===== config.mk =====
export PLATFORM = sky130hd
export DESIGN_NAME = bank_conflict_arbiter
export DESIGN_NICKNAME = d
export VERILOG_FILES = /design/src/rtl/bank_conflict_arbiter_pkg.sv /design/src/rtl/rr_lane_pick.sv /design/src/rtl/bank_conflict_arbiter.sv
export SDC_FILE = /design/constraint.sdc
export NUM_CORES = 1
export LEC_CHECK = 0
export CAP_MARGIN = 10
export CORE_UTILIZATION = 60
export CTS_CLUSTER_SIZE = 16
export DETAILED_ROUTE_END_ITERATION = 10
export PLACE_DENSITY = 0.81
export SLEW_MARGIN = 20
export SYNTH_ARGS = -nofsm -noshare
export SYNTH_HDL_FRONTEND = slang
export SYNTH_HIERARCHICAL = 1
export SYNTH_SLANG_ARGS = --single-unit

===== constraint.sdc =====
create_clock -name clk -period 8.2 [get_ports clk]
set_input_delay 2.46 -clock clk [delete_from_list [all_inputs] [get_ports clk]]
set_output_delay 2.46 -clock clk [all_outputs]
set_load 0.05 [all_outputs]

===== src/rtl/bank_conflict_arbiter_pkg.sv =====
// Shared constants for the bank conflict arbiter: default geometry mirroring the
// global datapath parameter set, FSM state encoding and a small index helper.
package bank_conflict_arbiter_pkg;

  localparam int P   = 4;
  localparam int MAP = 3;

  localparam int DEF_LANES = 2 * P;
  localparam int DEF_BANKS = 2 * P;
  localparam int DEF_IW    = MAP;
  localparam int DEF_CNTW  = 16;

  localparam logic ST_IDLE  = 1'b0;
  localparam logic ST_ISSUE = 1'b1;

  // Successor of a lane index in a ring of n lanes.
  function automatic int wrap_inc(input int v, input int n);
    return (v + 1) % n;
  endfunction

endpackage


===== src/rtl/rr_lane_pick.sv =====
// Rotate-priority finder: returns the first set request at or after ptr,
// wrapping past LANES-1 back to lane 0.
module rr_lane_pick #(
  parameter int LANES = 8
) (
  input  logic [LANES-1:0]         req,
  input  logic [$clog2(LANES)-1:0] ptr,
  output logic [$clog2(LANES)-1:0] gnt_idx,
  output logic                     gnt_vld
);

  localparam int LW = $clog2(LANES);

  int j;

  always_comb begin
    gnt_idx = '0;
    gnt_vld = 1'b0;
    j       = 0;
    for (int i = 0; i < LANES; i++) begin
      j = (int'(ptr) + i) % LANES;
      if (!gnt_vld && req[LW'(j)]) begin
        gnt_vld = 1'b1;
        gnt_idx = LW'(j);
      end
    end
  end

endmodule


===== src/rtl/bank_conflict_arbiter.sv =====
// Multi-cycle bank arbiter: serialises a batch of per-lane bank requests into
// issue beats granting at most one lane per bank, round-robin per bank.
module bank_conflict_arbiter
  import bank_conflict_arbiter_pkg::*;
#(
  parameter int LANES = DEF_LANES,
  parameter int BANKS = DEF_BANKS,
  parameter int IW    = DEF_IW,
  parameter int CNTW  = DEF_CNTW
) (
  input  logic                              clk,
  input  logic                              rst_n,
  input  logic                              in_valid,
  output logic                              in_ready,
  input  logic [LANES*IW-1:0]               bi_bus,
  input  logic [LANES-1:0]                  in_mask,
  output logic                              out_valid,
  input  logic                              out_ready,
  output logic [BANKS*$clog2(LANES)-1:0]    sel_bus,
  output logic [BANKS-1:0]                  sel_vld,
  output logic [LANES-1:0]                  lane_gnt,
  output logic                              out_last,
  output logic                              err_oob,
  input  logic                              stat_clr,
  output logic [CNTW-1:0]                   conf_cnt
);

  localparam int LW = $clog2(LANES);

  logic                        state, state_nxt;
  logic [LANES-1:0]            pending;
  logic [LANES-1:0][IW-1:0]    bi_q;
  logic [BANKS-1:0][LW-1:0]    rr_ptr;
  logic [BANKS-1:0][LW-1:0]    pick_idx;
  logic [BANKS-1:0]            pick_vld;
  logic [BANKS-1:0][LANES-1:0] req;
  logic [LANES-1:0]            gnt_any;
  logic [LANES-1:0]            oob;
  logic [LANES-1:0]            acc_mask;
  logic                        issuing, accept, beat_done, last_beat;

  assign issuing   = (state == ST_ISSUE);
  assign accept    = in_valid && !issuing;
  assign beat_done = issuing && out_ready;

  // Out-of-range lanes are silently removed from the batch and flagged.
  always_comb begin
    oob = '0;
    for (int l = 0; l < LANES; l++)
      oob[l] = int'(bi_bus[l*IW +: IW]) >= BANKS;
  end
  assign acc_mask = in_mask & ~oob;

  // Per-bank request vectors and round-robin pickers, all from registered state.
  for (genvar b = 0; b < BANKS; b++) begin : g_bank
    for (genvar l = 0; l < LANES; l++) begin : g_req
      assign req[b][l] = pending[l] && (bi_q[l] == IW'(b));
    end
    rr_lane_pick #(.LANES(LANES)) u_pick (
      .req     (req[b]),
      .ptr     (rr_ptr[b]),
      .gnt_idx (pick_idx[b]),
      .gnt_vld (pick_vld[b])
    );
  end

  always_comb begin
    gnt_any = '0;
    for (int b = 0; b < BANKS; b++)
      if (pick_vld[b]) gnt_any[pick_idx[b]] = 1'b1;
  end

  assign last_beat = ((pending & ~gnt_any) == '0);

  always_comb begin
    sel_bus = '0;
    for (int b = 0; b < BANKS; b++)
      if (issuing && pick_vld[b]) sel_bus[b*LW +: LW] = pick_idx[b];
  end

  assign in_ready  = !issuing;
  assign out_valid = issuing;
  assign sel_vld   = issuing ? pick_vld : '0;
  assign lane_gnt  = issuing ? gnt_any  : '0;
  assign out_last  = issuing && last_beat;

  always_comb begin
    state_nxt = state;
    case (state)
      ST_IDLE:  if (accept && (acc_mask != '0)) state_nxt = ST_ISSUE;
      ST_ISSUE: if (beat_done && last_beat)     state_nxt = ST_IDLE;
      default:  state_nxt = ST_IDLE;
    endcase
  end

  always_ff @(posedge clk or negedge rst_n) begin
    if (!rst_n) state <= ST_IDLE;
    else        state <= state_nxt;
  end

  always_ff @(posedge clk or negedge rst_n) begin
    if (!rst_n) begin
      pending <= '0;
      bi_q    <= '0;
      rr_ptr  <= '0;
      err_oob <= 1'b0;
    end else begin
      err_oob <= 1'b0;
      if (accept) begin
        pending <= acc_mask;
        bi_q    <= bi_bus;
        err_oob <= |(in_mask & oob);
      end else if (beat_done) begin
        pending <= pending & ~gnt_any;
        for (int b = 0; b < BANKS; b++)
          if (pick_vld[b]) rr_ptr[b] <= LW'(wrap_inc(int'(pick_idx[b]), LANES));
      end
    end
  end

  // Every non-final beat is one beat more than a conflict-free batch would need.
  always_ff @(posedge clk or negedge rst_n) begin
    if (!rst_n)                                          conf_cnt <= '0;
    else if (stat_clr)                                   conf_cnt <= '0;
    else if (beat_done && !last_beat && conf_cnt != '1)  conf_cnt <= conf_cnt + 1'b1;
  end

endmodule


After elaboration in Yosys (flattened, before gate mapping)
Index checks and enable logic that the tools add are counted.

Logic and storage cells: 814. Bits in registers: 73. Output and inout port bits: 60. Bits of input ports: 37.

Multiplexer cells: 361. Add/subtract/negate cells: 65. Reduce and logical (&&, ||, !) cells: 221. Eq/ne operators: 57. $lt $le $gt $ge: 80. Bitwise logic cells: 11.

Operator list (count): $lt 3x5->1 const B (64); $mux 3 (72); $mux 1 (202); $bmux 1 s3 (64); $logic_and 1x1->1 (143); $add 3x3->3 const B (32); $eq 3x3->1 const B (32); $mux 8 (12); $logic_not 1->1 (58); $or 8x8->8 (7); $add 3x1->3 const B (16); $add 3x2->3 const B (16); $eq 3x2->1 const B (16); $lt 3x4->1 const B (8); $mux 16 (2); $demux 1 s3 (8); $eq 3x1->1 const B (8); $ge 3x1->1 const B (8); $logic_not 3->1 (8); $reduce_and 3->1 (8); $add 16x1->16 const B (1); $ne 16x16->1 const B (1); $and 8x8->8 (1); $logic_not 8->1 (1); 5 further kinds (7).

Longest topological paths before layout
Depth after elaboration: 54. Gate-level depth with buffers: 22. Depth with buffers taken out: 16.

By module
The synthesis kept the hierarchy.

Modules (own cells, without submodules): rr_lane_pick (area an instance 1081.0 um^2, cells an instance 121, seq. area each 0.0 um^2, times used 8); bank_conflict_arbiter (area an instance 4818.4 um^2, cells an instance 561, seq. area each 1826.8 um^2, times used 1).

Worst setup path after synthesis
Ideal clock, no wire load.

Path kind: register to output. From: reg rr_ptr[4] (netlist name). To: out out_last. Path buffers: 4. Setup slack: 0.907 ns. Stages on the path, launching flop included: 18. Arrival: 4.833 ns. Required time: 5.740 ns. Cells stage by stage: dfrtp_1 -> buf_2 -> buf_2 -> inv_1 -> ha_1 -> buf_6 -> mux4_2 -> mux2_4 -> or2_1 -> o311a_1 -> a31oi_1 -> and4b_1 -> a31oi_1 -> and4_1 -> o2bb2ai_1 -> nor4_4 -> buf_2 -> and2_1.

RTL lines: start, declared (line bank_conflict_arbiter.sv:33) `logic [BANKS-1:0][LW-1:0] rr_ptr;`; start signal, assigned by index (line bank_conflict_arbiter.sv:116) `if (pick_vld[b]) rr_ptr[b] <= LW'(wrap_inc(int'(pick_idx[b]), LANES));`; end, declared (line bank_conflict_arbiter.sv:22) `output logic out_last,`.

==> impl_metrics.ini <==
[status]
status = complete, no violations

[setup_path]
cp-end-kind = output port
cp.required_ns = 5.74
worst-setup-path-type = flip-flop to output port
worstPathArrival_ns = 5.44
reg2regPathDepth = 17
startpoint_type = flip-flop
reg2reg_slack_ns = 2.58
worstPathMaxFanout = 10

[finish]
nFillCells = 1752
drive_gt1_frac = 0.1819
antennaDiodeCount = 0
syn_to_final_growth_pct = 9.654
nets = 1646
fin_util = 0.6746
fin_area_um2 = 14770

[synthesis]
ys_types = 70
synthesis.area_um2 = 13470
synth.most_common_cell = nor2_1
ys_ff_latch = 73
synth_nets = 1591
synth-seq-area-share = 0.1356
syn_avg_cell_area_um2 = 8.807
synth.area.top_cells = dfrtp_1 14%, mux4_2 13%, mux4_1 7.8%, mux2_2 4.8%, nor2_1 4.4%
synth_common_cells = 158 x nor2_1, 154 x nand2_1, 82 x o21ai_0, 80 x mux4_2, 73 x dfrtp_1
synth_top_area_frac = 0.1356
synth_edf_count = 0
synth_top_cell_by_area = dfrtp_1
async_flop_share = 1.000
synthesis.instances = 1529
synthFlopType = dfrtp_1
yosys_warnings = 6

[route]
drc = 0
detail-route-antenna-nets = 0
drt_pass1_iterations = 6
wl_um = 40250
viasPerCell = 7.227
wire_per_inst_um = 21.53
vias = 13510
drt_iter0_drc = 1604

[floorplan]
start_util = 0.6152
die-area_um2 = 23050
die_h_um = 151.8
die_w_um = 151.8
coreArea_um2 = 21890
fp-row-count = 54
ios = 97

[global_route]
grt.overflow.total = 0
antenna_found_initial = 0
grt_usage = 0.3421
grt_pass1_wl_um = 64430
grt_max_degree = 74
first_global_vias = 12350

[sta]
finClkSkew_ns = 0.006564
period_share = 0.9628
drv_slew = 0
period_minus_slack_ns = 7.895
slew_headroom = 0.2219
setup_viol = 0
max_slew.worst_pin.slew_ns = 1.158
hold_slack_ns = 0.5513
rsz0062_at_grt = no
max_freq_mhz = 126.7
setup_tns_ns = 0
hold_viol = 0

[cts]
hold_buffers = 0
cts_setup_buffers = 0
root_buffer = clkbuf_16
cts_made_buffers = 9
cts_max_level = 3
cts_sinks = 73
clk_latency_ns = 0.35
cts-resized-gates = 0
clock_path_buffers = 2
path_clk_slew_ns = 0.06
cts_tree = done

[placement]
placed_area_um2 = 14490
dp_hpwl_um = 29510
io_buffer_count = 95
gp_congestion = 1.057

[worst_hold_path]
hold_depth = 1
hp-class = flip-flop to flip-flop

[run]
cap_violations = 0
==> sequential cells by signal, indices dropped and copies added, names as in the netlist <==
name	count
rr_ptr	24
conf_cnt	16
pending	8
out_valid	1
bi_q	24
==> metal layers <==
metal | routed length [µm] | up-vias | GRT usage
met3 | 3899 | 164 | 0.05305
li1 | - | 6027 | -
met5 | 0 | - | 0
met1 | 16120 | 6446 | 0.4623
met2 | 18140 | 871 | 0.5351
met4 | 2093 | 0 | 0.1719
==> area by class of cell <==
cell class	count	area [µm²]	share of cell area
clock buffer	12	246.5	0.01669
clock inverter	4	28.78	0.001949
inverter	78	292.8	0.01983
multi-input combinational	1274	10670	0.7222
sequential	73	1827	0.1237
tap	280	350.3	0.02372
timing repair buffer	148	1356	0.09185
==> through the flow <==
step                      instances  setup WS [ns]
after floorplan                1529         0.9071
after global placement         1853          1.080
after detailed placement       1853         0.9370
after CTS                      1869         0.5406
after global routing           1869        0.08855
final                          1869         0.3047
==> layout by cell type, fill, tap and decap left out, drive strengths merged, types with 9 or more instances in the layout <==
master / n
nor4: 20
mux4: 120
a21oi: 72
o21ai: 98
nand4b: 13
a32oi: 14
xor2: 16
and3: 58
mux2i: 57
nor2: 158
nand2b: 34
mux2: 80
xnor2: 16
clkbuf: 12
a22oi: 17
a21o: 17
nand2: 154
a2111oi: 16
nand4: 18
clkdlybuf4s50: 93
nor2b: 30
inv: 78
nand3: 15
buf: 55
o311a: 16
and2: 17
nor3: 37
nor4bb: 9
a31oi: 30
dfrtp: 73
ha: 25
==> cells by family after synthesis <==
group / Yosys count / share of synthesized area
buf+inv: 182 / 0.07293
xor+xnor: 32 / 0.02081
mux: 257 / 0.3347
simple gates: 591 / 0.2242
flops: 73 / 0.1356
fa+ha+maj: 25 / 0.02323
other cells: 1 / 0.0002785
compound gates: 368 / 0.1882
==> critical path, stage by stage, from the launching register on <==
cell             delay [ns]
dfrtp_1                0.44
nand2_1                0.19
nor3_1                 0.92
nor2b_1                0.22
a2111oi_0              0.07
o41a_1                 0.46
o21ai_2                0.30
o311ai_1               0.16
o21ai_0                0.18
o21ai_1                0.33
nand4_1                0.25
nand2_1                0.10
nor4_1                 0.64
nor2_1                 0.08
clkdlybuf4s50_1        0.73
==> path summary, 6_finish.rpt <==
kind | from | to
hold / removal | bi_q[17] | bi_q[17]
setup reg to reg | pending[1] | conf_cnt[13]
setup / recovery | pending[1] | lane_gnt[7]
max in group asynchronous | rst_n | rr_ptr[12]
hold reg to reg | bi_q[17] | bi_q[17]
min in group asynchronous | rst_n | conf_cnt[11]
Power is left out: the tool's default activity adds up to more than one toggle a clock period on the data nets, which glitch-free logic cannot reach.
